===== src/rtl/fmap_mem_arbiter_if.sv =====
// Bundle of both requesters' read/write handshakes plus the shared simple-dual-port memory hookup.
// The arbiter takes the slave side; requesters and the memory wrapper sit on the master side.
interface fmap_mem_arbiter_if #(
  parameter int unsigned CHANNELS         = 2,
  parameter int unsigned BITS_PER_CHANNEL = 4,
  parameter int unsigned IMG_WIDTH        = 8,
  parameter int unsigned IMG_HEIGHT       = 8
);
  localparam int unsigned XB = $clog2(IMG_WIDTH);
  localparam int unsigned YB = $clog2(IMG_HEIGHT);
  localparam int unsigned AB = $clog2(IMG_WIDTH * IMG_HEIGHT);
  localparam int unsigned DB = CHANNELS * BITS_PER_CHANNEL;

  logic          conv_read_req;
  logic [XB-1:0] conv_read_x;
  logic [YB-1:0] conv_read_y;
  logic          conv_read_grant;
  logic          conv_read_valid;
  logic [DB-1:0] conv_read_data;
  logic          conv_write_req;
  logic [XB-1:0] conv_write_x;
  logic [YB-1:0] conv_write_y;
  logic [DB-1:0] conv_write_data;
  logic          conv_write_grant;

  logic          pool_read_req;
  logic [XB-1:0] pool_read_x;
  logic [YB-1:0] pool_read_y;
  logic          pool_read_grant;
  logic          pool_read_valid;
  logic [DB-1:0] pool_read_data;
  logic          pool_write_req;
  logic [XB-1:0] pool_write_x;
  logic [YB-1:0] pool_write_y;
  logic [DB-1:0] pool_write_data;
  logic          pool_write_grant;

  logic          mem_rd_en;
  logic [AB-1:0] mem_rd_addr;
  logic [DB-1:0] mem_rd_data;
  logic          mem_wr_en;
  logic [AB-1:0] mem_wr_addr;
  logic [DB-1:0] mem_wr_data;
  logic          range_err;

  modport slave (
    input  conv_read_req, conv_read_x, conv_read_y,
    input  conv_write_req, conv_write_x, conv_write_y, conv_write_data,
    input  pool_read_req, pool_read_x, pool_read_y,
    input  pool_write_req, pool_write_x, pool_write_y, pool_write_data,
    input  mem_rd_data,
    output conv_read_grant, conv_read_valid, conv_read_data, conv_write_grant,
    output pool_read_grant, pool_read_valid, pool_read_data, pool_write_grant,
    output mem_rd_en, mem_rd_addr, mem_wr_en, mem_wr_addr, mem_wr_data, range_err
  );

  modport master (
    output conv_read_req, conv_read_x, conv_read_y,
    output conv_write_req, conv_write_x, conv_write_y, conv_write_data,
    output pool_read_req, pool_read_x, pool_read_y,
    output pool_write_req, pool_write_x, pool_write_y, pool_write_data,
    output mem_rd_data,
    input  conv_read_grant, conv_read_valid, conv_read_data, conv_write_grant,
    input  pool_read_grant, pool_read_valid, pool_read_data, pool_write_grant,
    input  mem_rd_en, mem_rd_addr, mem_wr_en, mem_wr_addr, mem_wr_data, range_err
  );
endinterface


===== src/rtl/fmap_mem_arbiter.sv =====
// Round-robin arbiter sharing one feature-map memory (1R + 1W port) between conv and pool.
// Parameters must match those of the connected fmap_mem_arbiter_if instance.
module fmap_mem_arbiter #(
  parameter int unsigned CHANNELS         = 2,
  parameter int unsigned BITS_PER_CHANNEL = 4,
  parameter int unsigned IMG_WIDTH        = 8,
  parameter int unsigned IMG_HEIGHT       = 8
) (
  input logic                clk,
  input logic                reset,
  fmap_mem_arbiter_if.slave  bus
);
  localparam int unsigned XB = $clog2(IMG_WIDTH);
  localparam int unsigned YB = $clog2(IMG_HEIGHT);
  localparam int unsigned AB = $clog2(IMG_WIDTH * IMG_HEIGHT);
  localparam int unsigned DB = CHANNELS * BITS_PER_CHANNEL;

  typedef enum logic {OwnConv = 1'b0, OwnPool = 1'b1} owner_e;

  owner_e        last_rd_q, last_rd_d, last_wr_q, last_wr_d, rd_owner_q;
  logic          rd_pending_q, rd_oor_q, byp_q, range_err_q;
  logic [DB-1:0] byp_data_q;

  logic          conv_rd_gnt, pool_rd_gnt, conv_wr_gnt, pool_wr_gnt;
  logic          rd_gnt, wr_gnt, rd_in, wr_in, rd_en, wr_en, rd_hit_wr;
  logic [XB-1:0] rd_x, wr_x;
  logic [YB-1:0] rd_y, wr_y;
  logic [AB-1:0] rd_addr, wr_addr;
  logic [DB-1:0] wr_data, ret_data;
  logic          conv_vld, pool_vld;

  function automatic logic [AB-1:0] calc_addr(input logic [XB-1:0] x, input logic [YB-1:0] y);
    return AB'(y) * AB'(IMG_WIDTH) + AB'(x);
  endfunction

  function automatic logic in_range(input logic [XB-1:0] x, input logic [YB-1:0] y);
    return (32'(x) < IMG_WIDTH) && (32'(y) < IMG_HEIGHT);
  endfunction

  // On a tie the requester that did not win last time on this port takes the grant.
  always_comb begin
    conv_rd_gnt = 1'b0;
    pool_rd_gnt = 1'b0;
    conv_wr_gnt = 1'b0;
    pool_wr_gnt = 1'b0;
    if (!reset) begin
      conv_rd_gnt = bus.conv_read_req  & ~(bus.pool_read_req  & (last_rd_q == OwnConv));
      pool_rd_gnt = bus.pool_read_req  & ~(bus.conv_read_req  & (last_rd_q == OwnPool));
      conv_wr_gnt = bus.conv_write_req & ~(bus.pool_write_req & (last_wr_q == OwnConv));
      pool_wr_gnt = bus.pool_write_req & ~(bus.conv_write_req & (last_wr_q == OwnPool));
    end
    last_rd_d = last_rd_q;
    if (pool_rd_gnt)      last_rd_d = OwnPool;
    else if (conv_rd_gnt) last_rd_d = OwnConv;
    last_wr_d = last_wr_q;
    if (pool_wr_gnt)      last_wr_d = OwnPool;
    else if (conv_wr_gnt) last_wr_d = OwnConv;
  end

  always_comb begin
    rd_gnt  = conv_rd_gnt | pool_rd_gnt;
    wr_gnt  = conv_wr_gnt | pool_wr_gnt;
    rd_x    = pool_rd_gnt ? bus.pool_read_x     : bus.conv_read_x;
    rd_y    = pool_rd_gnt ? bus.pool_read_y     : bus.conv_read_y;
    wr_x    = pool_wr_gnt ? bus.pool_write_x    : bus.conv_write_x;
    wr_y    = pool_wr_gnt ? bus.pool_write_y    : bus.conv_write_y;
    wr_data = pool_wr_gnt ? bus.pool_write_data : bus.conv_write_data;
    rd_addr = calc_addr(rd_x, rd_y);
    wr_addr = calc_addr(wr_x, wr_y);
    rd_in   = in_range(rd_x, rd_y);
    wr_in   = in_range(wr_x, wr_y);
    rd_en   = rd_gnt & rd_in;
    wr_en   = wr_gnt & wr_in;
    // Memory returns old data on a same-address collision; forward the write word instead.
    rd_hit_wr = rd_en & wr_en & (rd_addr == wr_addr);
  end

  assign bus.conv_read_grant  = conv_rd_gnt;
  assign bus.pool_read_grant  = pool_rd_gnt;
  assign bus.conv_write_grant = conv_wr_gnt;
  assign bus.pool_write_grant = pool_wr_gnt;

  assign bus.mem_rd_en   = rd_en;
  assign bus.mem_rd_addr = rd_en ? rd_addr : '0;
  assign bus.mem_wr_en   = wr_en;
  assign bus.mem_wr_addr = wr_en ? wr_addr : '0;
  assign bus.mem_wr_data = wr_en ? wr_data : '0;

  always_comb begin
    ret_data = bus.mem_rd_data;
    if (rd_oor_q)   ret_data = '0;
    else if (byp_q) ret_data = byp_data_q;
    conv_vld = ~reset & rd_pending_q & (rd_owner_q == OwnConv);
    pool_vld = ~reset & rd_pending_q & (rd_owner_q == OwnPool);
  end

  assign bus.conv_read_valid = conv_vld;
  assign bus.pool_read_valid = pool_vld;
  assign bus.conv_read_data  = conv_vld ? ret_data : '0;
  assign bus.pool_read_data  = pool_vld ? ret_data : '0;
  assign bus.range_err       = range_err_q & ~reset;

  always_ff @(posedge clk) begin
    if (reset) begin
      last_rd_q    <= OwnPool;
      last_wr_q    <= OwnPool;
      rd_pending_q <= 1'b0;
      rd_owner_q   <= OwnConv;
      rd_oor_q     <= 1'b0;
      byp_q        <= 1'b0;
      byp_data_q   <= '0;
      range_err_q  <= 1'b0;
    end else begin
      last_rd_q    <= last_rd_d;
      last_wr_q    <= last_wr_d;
      rd_pending_q <= rd_gnt;
      rd_owner_q   <= pool_rd_gnt ? OwnPool : OwnConv;
      rd_oor_q     <= rd_gnt & ~rd_in;
      byp_q        <= rd_hit_wr;
      if (rd_hit_wr) byp_data_q <= wr_data;
      range_err_q  <= range_err_q | (rd_gnt & ~rd_in) | (wr_gnt & ~wr_in);
    end
  end
endmodule


===== src/flat_wrapper.sv =====
// flat-port wrapper written by rule: the top's interface ports become plain ports
module fmap_mem_arbiter_flat 
#(
  parameter int unsigned CHANNELS         = 2,
  parameter int unsigned BITS_PER_CHANNEL = 4,
  parameter int unsigned IMG_WIDTH        = 8,
  parameter int unsigned IMG_HEIGHT       = 8
)
  (clk, reset, bus_conv_read_req, bus_conv_read_x, bus_conv_read_y, bus_conv_write_req, bus_conv_write_x, bus_conv_write_y, bus_conv_write_data, bus_pool_read_req, bus_pool_read_x, bus_pool_read_y, bus_pool_write_req, bus_pool_write_x, bus_pool_write_y, bus_pool_write_data, bus_mem_rd_data, bus_conv_read_grant, bus_conv_read_valid, bus_conv_read_data, bus_conv_write_grant, bus_pool_read_grant, bus_pool_read_valid, bus_pool_read_data, bus_pool_write_grant, bus_mem_rd_en, bus_mem_rd_addr, bus_mem_wr_en, bus_mem_wr_addr, bus_mem_wr_data, bus_range_err);
  fmap_mem_arbiter_if #(.CHANNELS(CHANNELS), .BITS_PER_CHANNEL(BITS_PER_CHANNEL), .IMG_WIDTH(IMG_WIDTH), .IMG_HEIGHT(IMG_HEIGHT)) bus_i ();
  input logic clk;
  input logic reset;
  input wire logic [$bits(bus_i.conv_read_req)-1:0] bus_conv_read_req;
  input wire logic [$bits(bus_i.conv_read_x)-1:0] bus_conv_read_x;
  input wire logic [$bits(bus_i.conv_read_y)-1:0] bus_conv_read_y;
  input wire logic [$bits(bus_i.conv_write_req)-1:0] bus_conv_write_req;
  input wire logic [$bits(bus_i.conv_write_x)-1:0] bus_conv_write_x;
  input wire logic [$bits(bus_i.conv_write_y)-1:0] bus_conv_write_y;
  input wire logic [$bits(bus_i.conv_write_data)-1:0] bus_conv_write_data;
  input wire logic [$bits(bus_i.pool_read_req)-1:0] bus_pool_read_req;
  input wire logic [$bits(bus_i.pool_read_x)-1:0] bus_pool_read_x;
  input wire logic [$bits(bus_i.pool_read_y)-1:0] bus_pool_read_y;
  input wire logic [$bits(bus_i.pool_write_req)-1:0] bus_pool_write_req;
  input wire logic [$bits(bus_i.pool_write_x)-1:0] bus_pool_write_x;
  input wire logic [$bits(bus_i.pool_write_y)-1:0] bus_pool_write_y;
  input wire logic [$bits(bus_i.pool_write_data)-1:0] bus_pool_write_data;
  input wire logic [$bits(bus_i.mem_rd_data)-1:0] bus_mem_rd_data;
  output wire logic [$bits(bus_i.conv_read_grant)-1:0] bus_conv_read_grant;
  output wire logic [$bits(bus_i.conv_read_valid)-1:0] bus_conv_read_valid;
  output wire logic [$bits(bus_i.conv_read_data)-1:0] bus_conv_read_data;
  output wire logic [$bits(bus_i.conv_write_grant)-1:0] bus_conv_write_grant;
  output wire logic [$bits(bus_i.pool_read_grant)-1:0] bus_pool_read_grant;
  output wire logic [$bits(bus_i.pool_read_valid)-1:0] bus_pool_read_valid;
  output wire logic [$bits(bus_i.pool_read_data)-1:0] bus_pool_read_data;
  output wire logic [$bits(bus_i.pool_write_grant)-1:0] bus_pool_write_grant;
  output wire logic [$bits(bus_i.mem_rd_en)-1:0] bus_mem_rd_en;
  output wire logic [$bits(bus_i.mem_rd_addr)-1:0] bus_mem_rd_addr;
  output wire logic [$bits(bus_i.mem_wr_en)-1:0] bus_mem_wr_en;
  output wire logic [$bits(bus_i.mem_wr_addr)-1:0] bus_mem_wr_addr;
  output wire logic [$bits(bus_i.mem_wr_data)-1:0] bus_mem_wr_data;
  output wire logic [$bits(bus_i.range_err)-1:0] bus_range_err;
  assign bus_i.conv_read_req = bus_conv_read_req;
  assign bus_i.conv_read_x = bus_conv_read_x;
  assign bus_i.conv_read_y = bus_conv_read_y;
  assign bus_i.conv_write_req = bus_conv_write_req;
  assign bus_i.conv_write_x = bus_conv_write_x;
  assign bus_i.conv_write_y = bus_conv_write_y;
  assign bus_i.conv_write_data = bus_conv_write_data;
  assign bus_i.pool_read_req = bus_pool_read_req;
  assign bus_i.pool_read_x = bus_pool_read_x;
  assign bus_i.pool_read_y = bus_pool_read_y;
  assign bus_i.pool_write_req = bus_pool_write_req;
  assign bus_i.pool_write_x = bus_pool_write_x;
  assign bus_i.pool_write_y = bus_pool_write_y;
  assign bus_i.pool_write_data = bus_pool_write_data;
  assign bus_i.mem_rd_data = bus_mem_rd_data;
  assign bus_conv_read_grant = bus_i.conv_read_grant;
  assign bus_conv_read_valid = bus_i.conv_read_valid;
  assign bus_conv_read_data = bus_i.conv_read_data;
  assign bus_conv_write_grant = bus_i.conv_write_grant;
  assign bus_pool_read_grant = bus_i.pool_read_grant;
  assign bus_pool_read_valid = bus_i.pool_read_valid;
  assign bus_pool_read_data = bus_i.pool_read_data;
  assign bus_pool_write_grant = bus_i.pool_write_grant;
  assign bus_mem_rd_en = bus_i.mem_rd_en;
  assign bus_mem_rd_addr = bus_i.mem_rd_addr;
  assign bus_mem_wr_en = bus_i.mem_wr_en;
  assign bus_mem_wr_addr = bus_i.mem_wr_addr;
  assign bus_mem_wr_data = bus_i.mem_wr_data;
  assign bus_range_err = bus_i.range_err;
  fmap_mem_arbiter #(.CHANNELS(CHANNELS), .BITS_PER_CHANNEL(BITS_PER_CHANNEL), .IMG_WIDTH(IMG_WIDTH), .IMG_HEIGHT(IMG_HEIGHT)) u_core (.clk(clk), .reset(reset), .bus(bus_i));
endmodule

===== config.mk =====
export PLATFORM = sky130hd
export DESIGN_NAME = fmap_mem_arbiter_flat
export DESIGN_NICKNAME = d
export VERILOG_FILES = /design/src/rtl/fmap_mem_arbiter_if.sv /design/src/rtl/fmap_mem_arbiter.sv /design/src/flat_wrapper.sv
export SDC_FILE = /design/constraint.sdc
export NUM_CORES = 1
export LEC_CHECK = 0
export ABC_CLOCK_PERIOD_IN_PS = 4400
export BUFFER_PORTS_ARGS = -buffer_cell sky130_fd_sc_hd__buf_2
export CORE_UTILIZATION = 43
export CTS_CLUSTER_DIAMETER = 40
export DETAILED_ROUTE_END_ITERATION = 10
export PLACE_DENSITY = 0.85
export SYNTH_ARGS = -nofsm -noshare
export SYNTH_HDL_FRONTEND = slang
export SYNTH_SLANG_ARGS = --single-unit

===== constraint.sdc =====
create_clock -name clk -period 4.4 [get_ports clk]
set_clock_uncertainty 0.15 [all_clocks]
set_input_delay 0.44 -clock clk [delete_from_list [all_inputs] [get_ports clk]]
set_output_delay 0.44 -clock clk [all_outputs]
set_load 0.005 [all_outputs]

==> key figures, run 1 <==
Logic synthesis
  • Share of flip-flops with an asynchronous set or reset: 0
  • Mapped Area: 1310 µm²
  • Distinct cells, synth: 36
  • Post-synth EDFFs: 0
  • Yosys warns: 0
  • Cell taking the most area after synthesis: dfxtp_1
  • Sequential area share after synthesis: 0.199
  • Ranking of synthesized cells by area: dfxtp_1 20%, mux2i_1 14%, a211oi_1 6.9%
  • Cell count after synthesis: 159
  • Count leader, synth: nor2_1
  • Syn avg cell area: 8.23 µm²
  • Main synth FF type: dfxtp_1
  • Top cell type's share of synthesized area: 0.199
  • Top cell types by occurrence after synthesis: 20 x nor2_1, 18 x mux2i_1, 13 x dfxtp_1, 12 x a211oi_1
  • Number of synthesized register bits: 13
  • Syn nets: 213

Placement
  • Worst slack at placement: 1.41 ns
  • RePlAce Congestion: 0.856
  • Dpl cells: 278
  • Hpwl dp: 3110 µm
  • IO buf count: 97

Finish
  • Final #Nets: 306
  • Post-Layout Cell Count: 282
  • Layout cells sized above 1: 0.442
  • Inserted Diodes: 0
  • Area delta synth->final: 37.0%

Clock network
  • CTS tree: built
  • Clock transition at path regs: 0.08 ns
  • Clock Root Buffer: clkbuf_4
  • Worst-skew pair later-pin latency: 0.28 ns
  • Cts repair resizes: 0
  • Clock sinks: 13
  • Inserted Clock Buffers: 3
  • Hold-fix buffers, CTS: 0
  • CTS H-tree depth: 1
  • Postcts setup bufs: 0
  • Max Root-Sink Buffers: 2

Timing
  • RSZ-0062 raised after global routing: no
  • Final Cycle Share: 0.617
  • Post-Route Setup TNS: 0 ns
  • Slew HR: 0.517
  • Setup violators final: 0
  • Final slew viol count: 0
  • Fmax: 369 MHz
  • Final worst slack: 1.69 ns
  • Period minus WS final: 2.71 ns
  • Slew @ Worst Pin: 0.718 ns
  • Endpoints failing hold: 0

Pwr
  • Max IR drop VDD: 0.000178 V
  • Power Total: 332 µW
  • Pleak: 0.000998 µW
  • Reg power frac: 0.370
  • PwrDens: 185 nW/µm²
  • Clock power share: 0.220
  • Switching power total: 114 µW
  • Int Power: 217 µW
  • Sw Share: 0.345
  • Logic pwr share: 0.410

Hold path
  • Hold EP: u_core.last_wr_q
  • Worst hold-check path type: primary input to flip-flop
  • Hold path depth: 2
  • Hold_sp: bus_conv_write_req

Status
  • Failing checks: DRC
  • Status: complete, but fails checks

Setup path
  • WP data required: 4.40 ns
  • FF-to-FF path depth: 7
  • CP endpoint kind: flip-flop
  • CP Launch Type: primary input
  • Crit path largest cell delay: 0.52 ns
  • CP Class: primary input to flip-flop
  • CP Max Fanout: 13
  • Crit-path slowest cell: xnor2_1
  • Worst-path cell chain: buf_2 > nor2b_2 > nand2_8 > inv_2 > mux2i_1 > xnor2_1 > and4_1 > a211oi_1
  • Critical path arrival: 2.71 ns
  • Reg2reg end: u_core.byp_data_q[7]
  • R2r setup slk: 1.85 ns
  • WP buf/inv: 2
  • Crit path max-delay family: simple AND/OR/NAND/NOR gates
  • Worst R2R Start: u_core.last_wr_q

Route
  • Post-route ant nets: 0
  • WL/cell: 13.5 µm
  • Final wirelength: 3800 µm
  • Iter 0 DRT Violations: 53
  • Routed via count: 1606
  • Drt pass-1 iters: 8
  • DRC: 11
  • Vias/cell: 5.70

Global routing
  • Gr usage total: 0.230
  • Gr ovfl total: 0
  • Number of global-route vias before repair: 1346
  • Initial antenna violation count: 0
  • Global-route wire length before repair: 5830 µm
  • Largest net degree at the start of global routing: 14

Floorplan
  • Die Ht: 57.2 µm
  • IO Pins: 99
  • # rows: 19
  • Initial Utilization: 0.463
  • Core Area: 2830 µm²
  • DIE AREA: 3270 µm²
  • Die width: 57.2 µm

Job
  • Max_cap viols: 0
[worst max path at each step]
stage	from	end	cells past startpoint
floorplan	bus_pool_write_req	u_core.byp_data_q[0]	8
global placement	reset	u_core.byp_data_q[7]	8
detailed placement	reset	u_core.byp_data_q[3]	8
CTS	reset	u_core.byp_data_q[7]	8
global route	reset	u_core.byp_data_q[1]	8
finish	reset	u_core.byp_data_q[7]	8
[sequential cells by signal, summed over array words and instances, names as in the netlist]
| signal | cells |
|---|---|
| u_core.last_wr_q | 1 |
| u_core.byp_data_q | 8 |
| u_core.byp_q | 1 |
| u_core.last_rd_q | 1 |
| u_core.rd_owner_q | 1 |
| u_core.rd_pending_q | 1 |
[cell usage in the layout (no fill, tap or decap), drive strengths merged]
cell type and instances:
o21a 2, buf 97, nand2 7, nor2 21
inv 9, clkbuf 4, xnor2 1, o211a 5
nor2b 1, a21boi 5, nor4 3, o21ai 9
and2b 1, and3 6, a21oi 4, a21o 3
nand2b 2, dfxtp 13, nand3 7, mux2i 18
conb 1, and2 2, a22o 8, a41oi 8
a211oi 13, and4 1
[area by class of cell]
class,count,area [µm²]
tap,31,38.8
inverter,9,33.8
sequential,13,260
fill,269,1040
timing repair buffer,97,485
multi-input combinational,128,948
clock buffer,4,26.3
[power by group through the flow]
stage | sequential [µW] | clock (µW) | combinational, µW
floorplan | 125 | 0 | 84.0
global placement | 125 | 0 | 133
detailed placement | 125 | 0 | 135
CTS | 123 | 75.1 | 136
global route | 123 | 80.1 | 150
finish | 123 | 73.1 | 136
[worst reg2reg max path: stages (launching register included)]
cell	delay (ns)
dfxtp_1	0.31
nand2_1	0.34
nand2_8	0.13
inv_2	0.21
mux2i_1	0.14
xnor2_1	0.52
and4_1	0.49
a211oi_1	0.13
[metrics by stage]
stage,hold slack [ns],area (µm²),util
detailed placement,0.330,1770,0.625
finish,0.224,1790,0.634
floorplan,0.311,1310,-
CTS,0.218,1790,0.634
global route,0.231,1790,0.634
global placement,0.332,1770,0.625
[metal layers]
layer / global-route usage / part of all wire / vias up
met5: 0 / 0 / -
met4: 0.0871 / 0.017 / 0
met3: 0.0522 / 0.059 / 6
met2: 0.390 / 0.48 / 65
met1: 0.285 / 0.45 / 744
li1: - / - / 791
[kinds of logic (layout without fill, tap and decap cells)]
logic type | count (synthesis) | count (layout) | share of synthesized area
other cells | 1 | 1 | 0.00287
simple gates | 51 | 51 | 0.247
compound gates | 57 | 57 | 0.331
mux | 18 | 18 | 0.138
xor+xnor | 1 | 1 | 0.00669
buf+inv | 18 | 110 | 0.0765
flops | 13 | 13 | 0.199
Note: power is estimated with default switching activity, not from simulation.
==> run 2, diff against run 1 <==
--- a/config.mk
+++ b/config.mk
@@ -5,12 +5,12 @@
 export SDC_FILE = /design/constraint.sdc
 export NUM_CORES = 1
 export LEC_CHECK = 0
-export ABC_CLOCK_PERIOD_IN_PS = 4400
+export ABC_CLOCK_PERIOD_IN_PS = 2700
 export BUFFER_PORTS_ARGS = -buffer_cell sky130_fd_sc_hd__buf_2
-export CORE_UTILIZATION = 43
+export CORE_UTILIZATION = 40
 export CTS_CLUSTER_DIAMETER = 40
 export DETAILED_ROUTE_END_ITERATION = 10
-export PLACE_DENSITY = 0.85
+export PLACE_DENSITY = 0.8
 export SYNTH_ARGS = -nofsm -noshare
 export SYNTH_HDL_FRONTEND = slang
 export SYNTH_SLANG_ARGS = --single-unit
==> constraint.sdc (replaced) <==
create_clock -name clk -period 2.7 [get_ports clk]
set_clock_uncertainty 0.15 [all_clocks]
set_input_delay 0.27 -clock clk [delete_from_list [all_inputs] [get_ports clk]]
set_output_delay 0.27 -clock clk [all_outputs]
set_load 0.005 [all_outputs]
==> run 2 against run 1 <==
The flow now finishes without violations. First-iteration DRC count grew 13%. Largest cell class unchanged. Die area grew 7.2%. Flip-flop and latch count is the same. Highest routed layer is now met3. Hold slack lost 0.16 ns. Core utilization shrank 3.6 points. Clock power grew 64%.
==> key figures, run 2 (synthesis gave the netlist of run 1 again) <==
Status
  • Status: completed (was complete, but fails checks)

Job
  • Max_cap viols: 0 (unchanged)

Timing
  • Post-Route Setup TNS: 0 ns (unchanged)
  • Slew @ Worst Pin: 0.639 ns (was 0.718 ns)
  • Setup violators final: 0 (unchanged)
  • Final worst slack: 0.387 ns (was 1.69 ns)
  • Slew HR: 0.571 (was 0.517)
  • Endpoints failing hold: 0 (unchanged)
  • Period minus WS final: 2.31 ns
  • Final Cycle Share: 0.857
  • RSZ-0062 raised after global routing: no (unchanged)
  • Fmax: 432 MHz
  • Final slew viol count: 0 (unchanged)

Global routing
  • Number of global-route vias before repair: 1288 (was 1346)
  • Global-route wire length before repair: 5530 µm (was 5830 µm)
  • Gr ovfl total: 0 (unchanged)
  • Initial antenna violation count: 0 (unchanged)
  • Gr usage total: 0.201 (was 0.230)
  • Largest net degree at the start of global routing: 14 (unchanged)

Placement
  • Worst slack at placement: 0.143 ns (was 1.41 ns)
  • IO buf count: 97 (unchanged)
  • Hpwl dp: 3120 µm (was 3110 µm)
  • RePlAce Congestion: 0.812 (was 0.856)

Setup path
  • WP data required: 2.70 ns (was 4.40 ns)
  • Crit path largest cell delay: 0.44 ns (was 0.52 ns)
  • Worst-path cell chain: nand2_1 > and3_1 > o211a_1 > nor4_4 > and4_1 > a211oi_1 (was buf_2 > nor2b_2 > nand2_8 > inv_2 > mux2i_1 > xnor2_1 > and4_1 > a211oi_1)
  • CP Max Fanout: 11 (was 13)
  • R2r setup slk: 0.39 ns (was 1.85 ns)
  • CP Launch Type: flip-flop (was primary input)
  • Crit-path slowest cell: and4_1 (was xnor2_1)
  • Crit path max-delay family: simple AND/OR/NAND/NOR gates (unchanged)
  • WP buf/inv: 0 (was 2)
  • Critical path arrival: 2.31 ns (was 2.71 ns)
  • CP Class: flip-flop to flip-flop (was primary input to flip-flop)
  • CP endpoint kind: flip-flop (unchanged)

Finish
  • Commonest non-fill, non-tap cell in the layout: buf_2 (unchanged)
  • Largest register FFs: 8 (unchanged)
  • Fillers: 299 (was 269)
  • Area delta synth->final: 40.6% (was 37.0%)
  • Inserted Diodes: 0 (unchanged)
  • Layout cells sized above 1: 0.455 (was 0.442)
  • Largest register by flop count: u_core.byp_data_q (unchanged)
  • Final #Nets: 310 (was 306)
  • Commonest non-fill, non-tap cells in the layout: 97 x buf_2, 20 x nor2_1, 18 x mux2i_1, 13 x dfxtp_1, 12 x a211oi_1 (unchanged)

Route
  • DRC: 0 (was 11)
  • Iter 0 DRT Violations: 60 (was 53)
  • WL/cell: 12.8 µm (was 13.5 µm)
  • Routed via count: 1570 (was 1606)
  • Vias/cell: 5.25 (was 5.70)
  • Final wirelength: 3820 µm (was 3800 µm)
  • Post-route ant nets: 0 (unchanged)
  • Drt pass-1 iters: 4 (was 8)

Floorplan
  • # rows: 20 (was 19)
  • Die width: 59.2 µm (was 57.2 µm)
  • DIE AREA: 3500 µm² (was 3270 µm²)
  • Die Ht: 59.2 µm (was 57.2 µm)
  • IO Pins: 99 (unchanged)
  • Initial Utilization: 0.425 (was 0.463)
  • Core Area: 3080 µm² (was 2830 µm²)

Clock network
  • Max Root-Sink Buffers: 2 (unchanged)
  • CTS H-tree depth: 1 (unchanged)
  • Postcts setup bufs: 0 (unchanged)
  • Clock transition at path regs: 0.08 ns (about the same)
  • Hold-fix buffers, CTS: 0 (unchanged)
  • Clock sinks: 13 (unchanged)
  • Worst-skew pair later-pin latency: 0.27 ns (was 0.28 ns)
  • Cts repair resizes: 0 (unchanged)
  • Clock Root Buffer: clkbuf_4 (unchanged)
  • Inserted Clock Buffers: 3 (unchanged)
  • CTS tree: built (unchanged)

Pwr
  • Pleak: 0.00102 µW (was 0.000998 µW)
  • Max IR drop VDD: 0.000154 V (was 0.000178 V)
  • PwrDens: 301 nW/µm² (was 185 nW/µm²)

Hold path
  • Worst hold-check path type: primary input to flip-flop (unchanged)
## run 2: changes by cell type in the layout (fill, tap and decap cells not counted)
cell	previous run	this run
clkinv_2	0	1
buf_4	0	4
clkbuf_1	1	0
## run 2: worst paths after layout
kind	from	endpoint	cells after the start
setup / recovery	u_core.last_wr_q	u_core.byp_data_q[5]	6
hold / removal	bus_conv_write_req	u_core.last_wr_q	2
setup reg to reg	u_core.last_wr_q	u_core.byp_data_q[5]	6
hold reg to reg	u_core.last_wr_q	u_core.last_wr_q	2
## run 2: final cells by class
cell class,count,area (µm²),share of cell area
clock buffers,3,22.5,0.0122
clock inverters,1,5.00,0.00272
inverters,9,33.8,0.0184
multi-input cells,128,948,0.515
flip-flops and latches,13,260,0.141
well taps,44,55.1,0.0299
repair buffers,101,515,0.280
## run 2: layer usage
| metal | GRT usage | up-vias | part of all wire |
|---|---|---|---|
| li1 | - | 789 | - |
| met1 | 0.286 | 718 | 0.47 |
| met2 | 0.334 | 63 | 0.47 |
| met3 | 0.0131 | 0 | 0.056 |
| met4 | 0.0374 | 0 | 0 |
| met5 | 0 | - | 0 |
## run 2: power by group
part	total [µW]	switching (µW)	internal [µW]
registers	200	3.23	197
logic	234	125	109
clock network	120	65.2	54.9
## run 2: stage by stage
stage                     std cells  total power, µW  utilization  area (µm²)  hold slack (ns)
after floorplan                 159              340            -        1310            0.220
after global placement          295              434        0.589        1810            0.330
after global routing            299              584        0.598        1840           0.0680
after CTS                       299              552        0.598        1840           0.0602
after detailed placement        295              436        0.589        1810            0.337
final                           299              554        0.598        1840           0.0629
